## config.mk

```make
export PLATFORM = sky130hd
export DESIGN_NAME = regbank_scoreboard
export DESIGN_NICKNAME = d
export VERILOG_FILES = /design/src/rtl/regbank_scoreboard.sv
export SDC_FILE = /design/constraint.sdc
export NUM_CORES = 1
export LEC_CHECK = 0
export ABC_CLOCK_PERIOD_IN_PS = 3100
export CAP_MARGIN = 25
export CORE_MARGIN = 5
export CORE_UTILIZATION = 35
export DETAILED_ROUTE_END_ITERATION = 10
export HOLD_SLACK_MARGIN = 0.08
export PLACE_DENSITY_LB_ADDON = 0.1
export SLEW_MARGIN = 40
export SYNTH_ARGS = -nofsm -noshare
export SYNTH_HDL_FRONTEND = slang
export SYNTH_SLANG_ARGS = --single-unit
```

## constraint.sdc

```tcl
create_clock -name clock -period 3.1 [get_ports clock]
set_input_delay 0.62 -clock clock [delete_from_list [all_inputs] [get_ports clock]]
set_output_delay 0.62 -clock clock [all_outputs]
set_load 0.005 [all_outputs]
```

## src/rtl/regbank_scoreboard.sv

```systemverilog
`default_nettype none
// ============================================================================
//  Module   : regbank_scoreboard
//  Brief    : Clocked register bank with one write port, two registered read
//             ports, optional write-to-read bypass and a per-register busy
//             scoreboard for tracking pending writebacks.
//  Revision : 1.0 - initial clocked, parametrised release
// ============================================================================
module regbank_scoreboard #(
    parameter int DATA_WIDTH = 32,
    parameter int ADDR_WIDTH = 4,
    parameter int NUM_REGS   = 16,
    parameter int ZERO_REG   = 0,
    parameter int BYPASS     = 1
) (
    input  logic                  clock,
    input  logic                  reset,
    input  logic                  enable,
    input  logic [ADDR_WIDTH-1:0] IN_C,
    input  logic [DATA_WIDTH-1:0] E,
    input  logic                  read_en,
    input  logic [ADDR_WIDTH-1:0] OUT_A,
    input  logic [ADDR_WIDTH-1:0] OUT_B,
    input  logic                  reserve_en,
    input  logic [ADDR_WIDTH-1:0] reserve_addr,
    output logic [DATA_WIDTH-1:0] A,
    output logic [DATA_WIDTH-1:0] B,
    output logic                  A_busy,
    output logic                  B_busy,
    output logic [NUM_REGS-1:0]   busy_mask
);

    // One extra bit so NUM_REGS == 2**ADDR_WIDTH is still representable.
    localparam logic [ADDR_WIDTH:0] c_NUM_REGS = (ADDR_WIDTH+1)'(NUM_REGS);
    localparam logic                c_ZERO_REG = (ZERO_REG != 0);
    localparam logic                c_BYPASS   = (BYPASS != 0);

    // An address names a real, writable register: inside the implemented
    // range and not the hardwired zero register.
    function automatic logic addr_ok(input logic [ADDR_WIDTH-1:0] x);
        return ({1'b0, x} < c_NUM_REGS) && !(c_ZERO_REG && (x == '0));
    endfunction

    logic [DATA_WIDTH-1:0] r_regs [NUM_REGS];
    logic [NUM_REGS-1:0]   r_busy;
    logic [DATA_WIDTH-1:0] r_a;
    logic [DATA_WIDTH-1:0] r_b;
    logic                  r_a_busy;
    logic                  r_b_busy;

    logic                  w_wr_ok;
    logic                  w_rsv_ok;
    logic                  w_a_ok;
    logic                  w_b_ok;
    logic                  w_a_hit;
    logic                  w_b_hit;
    logic [DATA_WIDTH-1:0] w_reg_a;
    logic [DATA_WIDTH-1:0] w_reg_b;
    logic                  w_busy_a;
    logic                  w_busy_b;
    logic [DATA_WIDTH-1:0] w_val_a;
    logic [DATA_WIDTH-1:0] w_val_b;
    logic                  w_nbusy_a;
    logic                  w_nbusy_b;

    assign w_wr_ok  = enable && addr_ok(IN_C);
    assign w_rsv_ok = reserve_en && addr_ok(reserve_addr);
    assign w_a_ok   = addr_ok(OUT_A);
    assign w_b_ok   = addr_ok(OUT_B);

    // A read port "hits" the write port when a real write targets the same
    // register this cycle; that write both supplies data and clears busy.
    assign w_a_hit  = w_wr_ok && (IN_C == OUT_A);
    assign w_b_hit  = w_wr_ok && (IN_C == OUT_B);

    // Per-register storage and scoreboard bit; reserve beats a same-cycle write.
    generate
        for (genvar gi = 0; gi < NUM_REGS; gi++) begin : g_reg
            logic w_wr_sel;
            logic w_rsv_sel;
            assign w_wr_sel  = w_wr_ok  && (IN_C == ADDR_WIDTH'(gi));
            assign w_rsv_sel = w_rsv_ok && (reserve_addr == ADDR_WIDTH'(gi));

            // Register contents and busy bit update.
            always_ff @(posedge clock) begin
                if (reset) begin
                    r_regs[gi] <= '0;
                    r_busy[gi] <= 1'b0;
                end else begin
                    if (w_wr_sel) begin
                        r_regs[gi] <= E;
                    end
                    if (w_rsv_sel) begin
                        r_busy[gi] <= 1'b1;
                    end else if (w_wr_sel) begin
                        r_busy[gi] <= 1'b0;
                    end
                end
            end
        end
    endgenerate

    // Pre-edge register contents and busy state for both read addresses.
    always_comb begin
        w_reg_a  = '0;
        w_reg_b  = '0;
        w_busy_a = 1'b0;
        w_busy_b = 1'b0;
        for (int i = 0; i < NUM_REGS; i++) begin
            if (OUT_A == ADDR_WIDTH'(i)) begin
                w_reg_a  = r_regs[i];
                w_busy_a = r_busy[i];
            end
            if (OUT_B == ADDR_WIDTH'(i)) begin
                w_reg_b  = r_regs[i];
                w_busy_b = r_busy[i];
            end
        end
    end

    assign w_val_a   = !w_a_ok ? '0 : (c_BYPASS && w_a_hit) ? E : w_reg_a;
    assign w_val_b   = !w_b_ok ? '0 : (c_BYPASS && w_b_hit) ? E : w_reg_b;
    assign w_nbusy_a = w_a_ok && w_busy_a && !w_a_hit;
    assign w_nbusy_b = w_b_ok && w_busy_b && !w_b_hit;

    // Registered read ports; they hold their value while read_en is low.
    always_ff @(posedge clock) begin
        if (reset) begin
            r_a      <= '0;
            r_b      <= '0;
            r_a_busy <= 1'b0;
            r_b_busy <= 1'b0;
        end else if (read_en) begin
            r_a      <= w_val_a;
            r_b      <= w_val_b;
            r_a_busy <= w_nbusy_a;
            r_b_busy <= w_nbusy_b;
        end
    end

    assign A         = r_a;
    assign B         = r_b;
    assign A_busy    = r_a_busy;
    assign B_busy    = r_b_busy;
    assign busy_mask = r_busy;

endmodule
`default_nettype wire

```

==> summary.txt <==
Setup path
  – Critical path peak fanout: 3
  – Data required, critical path: 2480 ps
  – Slowest stage delay, CP: 690 ps
  – Cell family with most CP delay: flip-flops
  – Worst r2r src: r_regs[0][38]$_SDFFCE_PN0P_
  – Crit path launch type: flip-flop
  – Critical path type: reg2out
  – Slowest cell on the critical path: dfxtp_1
  – Worst Path Arrival: roughly 2000 ps
  – Setup crit end kind: output pin
  – Crit path buf inv count: 1
  – Reg2Reg Setup Slack: 1070 ps
  – Worst-path cell chain: clkdlybuf4s50_1
  – Reg2reg end: A[6]$_SDFFE_PP0P_
  – R2R cell count: 5

Timing
  – Final min period: between 2000 and 3000 ps
  – Fin worst setup slack: about 520 ps
  – Worst Skew: between 15 and 20 ps
  – Max Fclk: 388.3 MHz
  – Pins Over Slew Limit: 0
  – Crit share post-route: 0.8307
  – Hold Violations, Final: 0
  – Worst Max-Slew Pin Slew: 845.2 ps
  – RSZ-0062 raised after global routing: no
  – Hold_ws: between 400 and 500 ps
  – Final setup vio count: 0
  – Slew headroom: 0.4353

Flow run
  – # Max-Cap Violations: 0

Final layout
  – Final net count: between 3k and 4k
  – Area growth syn-to-layout: 20.83%
  – Non-Filler Instances: around 4.5k
  – Share of layout cells above drive strength 1: 0.1758
  – Commonest non-fill, non-tap cell in the layout: edfxtp_1
  – Final core utilization: 0.4261
  – Commonest non-fill, non-tap cells in the layout: edfxtp_1, and2_1, buf_4

Synth
  – Synth Area in Simple Gates: 0.1763
  – Most used DFF post-synth: edfxtp_1
  – Async S/R FF share, synth: 0
  – Share of the synthesized area in the top cell type: 0.4672
  – Ranking of synthesized cells by area: edfxtp_1, and2_1, dfxtp_1
  – Count of cell types in the netlist: 83
  – Synth Area in Compound Gates: 0.1585
  – Post-synth EDFFs: 512
  – Mapped cell area: between 0.03 and 0.04 mm^2
  – Adder and majority cell fraction of the synthesized area: 0
  – Synth Area per Inst: roughly 11 um^2
  – Post-Syn Instances: 2,997
  – Post-Synth XOR/XNOR Area: 0.002129
  – Synthesis Warnings: 0
  – Syn nets: about 3.1k
  – Post-synth top area cell: edfxtp_1
  – Synth Register Bits: 594
  – Seq/Total Area, Yosys: 0.5171
  – Multiplexer area fraction after synthesis: 0.09687
  – Largest family of logic cells by synthesized area: simple AND/OR/NAND/NOR gates

Route
  – Vias: between 20k and 30k
  – DRT iter0 DRCs: 4,810
  – Routed length per placed instance: between 30 and 40 um
  – DRT Wirelength: approximately 170,000 um
  – ANT nets after route: 0
  – First-pass iteration count of the detailed router: 6
  – Vias per cell: around 6.4
  – Drc violations: 0

CTS
  – CTS Root Cell: clkbuf_16
  – Clock Sinks: 594
  – CTS clk-pin slew, worst paths: around 60 ps
  – Clk Latency, worst-skew pair: about 630 ps
  – H-tree depth: 3
  – Postcts setup bufs: 0
  – TritonCTS clock tree: done
  – Post-CTS Hold Buffers: 0
  – CTS max path bufs: 3
  – CTS resizes: 0
  – CTS buffer count: 73

Place
  – Post-Place Cells: 4,355
  – Setup WS pre-CTS: about 140 ps
  – DP HPWL: 106,400 um
  – Port-buffer cells: between 100 and 150
  – Final GP Congestion: 0.9468

Run status
  – Status: finished, final reports clean

Floorplanning
  – Core ar.: 0.09333 mm^2
  – Starting Density: 0.3526
  – Die X: approximately 320 um
  – Total die area: around 0.10 mm^2
  – Die H: 316.6 um
  – I/O pin count: approximately 140
  – # rows: 112

GRT
  – Total gr overflow: 0
  – First-pass GRT wire length: about 230,000 um
  – Total GRT Usage: 0.3306
  – Initial antenna violation count: 27
  – Vias in the first global route: between 20k and 30k
  – Largest net degree at the start of global routing: a little over 70

Power
  – PnR Total Power: between 20,000 and 25,000 uW
  – Peak VDD IR: roughly 0.37 mV
  – P_leak: between 0.01 and 0.015 uW
  – Pwr Density: about 540 mW/mm^2

Min path
  – Hold Crit Endpoint: B[20]$_SDFFE_PP0P_
  – Hold Path Origin: reset
  – HP Class: in2reg
  – Worst hold stages: 2
-- logic make-up after synthesis --
| logic type | after synthesis |
|---|---|
| AND/OR/NAND/NOR | 1063 |
| XOR/XNOR | 8 |
| flip-flops | 594 |
| multiplexers | 221 |
| AO/OA/AOI/OAI | 779 |
| buffers and inverters | 332 |
-- layer usage --
metal  track usage  up-vias  part of all wire
met5             0        -           0.00031
met3       0.09666      418              0.13
li1              -    11611                 -
met4        0.1226       10             0.041
met1        0.4590    14554              0.40
met2        0.4924     2234              0.43
-- metrics by stage --
| stage | cell area, um^2 | setup TNS, ps |
|---|---|---|
| 2_1_floorplan | 32930 | -9976 |
| 3_3_place_gp | 37390 | 0 |
| 3_5_place_dp | 37390 | 0 |
| 4_1_cts | 39740 | 0 |
| 5_1_grt | 39740 | 0 |
| 6_report | 39770 | 0 |
-- cells in the mapped netlist (all sizes together) (9+ instances only) --
library cell,count
edfxtp,512
and2,511
nor2,185
a21oi,177
o21ai,163
clkbuf,158
buf,138
nand2,125
o22ai,92
dfxtp,82
mux2i,80
mux4,71
mux2,70
nand3,57
nor3,56
o221ai,49
inv,33
o211ai,31
a2bb2oi,30
and3,29
nor2b,28
a211oi,27
a22oi,27
a221oi,25
nand2b,24
a21o,22
a2111oi,19
or3,14
a31oi,12
nor3b,10
o21a,9
o21bai,9
-- sequential cells by signal, indices dropped and copies added, names as in the netlist --
name       count
A_busy         1
B             32
busy_mask     16
r_regs       512
A             32
B_busy         1
-- where the power goes --
part,internal [uW],switching [uW]
Clock,5000,3650
Sequential,9190,393
Combinational,1220,2060
Total,15400,6100
-- worst max-delay path by stage --
stage / from / to / slack (ps) / cells after the start
6_report: B[20]$_SDFFE_PP0P_ / B[20] / 520 / 1
5_1_grt: B[20]$_SDFFE_PP0P_ / B[20] / 500 / 1
4_1_cts: B[20]$_SDFFE_PP0P_ / B[20] / 580 / 1
3_5_place_dp: IN_C[3] / A[19]$_SDFFE_PP0P_ / 140 / 9
3_3_place_gp: IN_C[3] / A[0]$_SDFFE_PP0P_ / 30 / 9
2_1_floorplan: IN_C[1] / r_regs[0][192]$_SDFFCE_PN0P_ / -150 / 4
-- worst reg2reg max path: stages (launching register included) --
cell	delay [ps]
edfxtp_1	390
mux4_2	480
mux2i_1	340
o22ai_1	200
a2111oi_2	420
a2111oi_2	60
-- layout make-up --
cell class | count | area [um^2]
Clock buffer | 99 | 2059
Multi-Input combinational cell | 2071 | 14510
Tap cell | 1254 | 1569
Sequential cell | 594 | 17020
Clock inverter | 36 | 284.0
Antenna cell | 11 | 27.53
Timing Repair Buffer | 400 | 4167
Inverter | 36 | 135.1
Fill cell | 8933 | 53560
(Power assumes the default switching activity.)
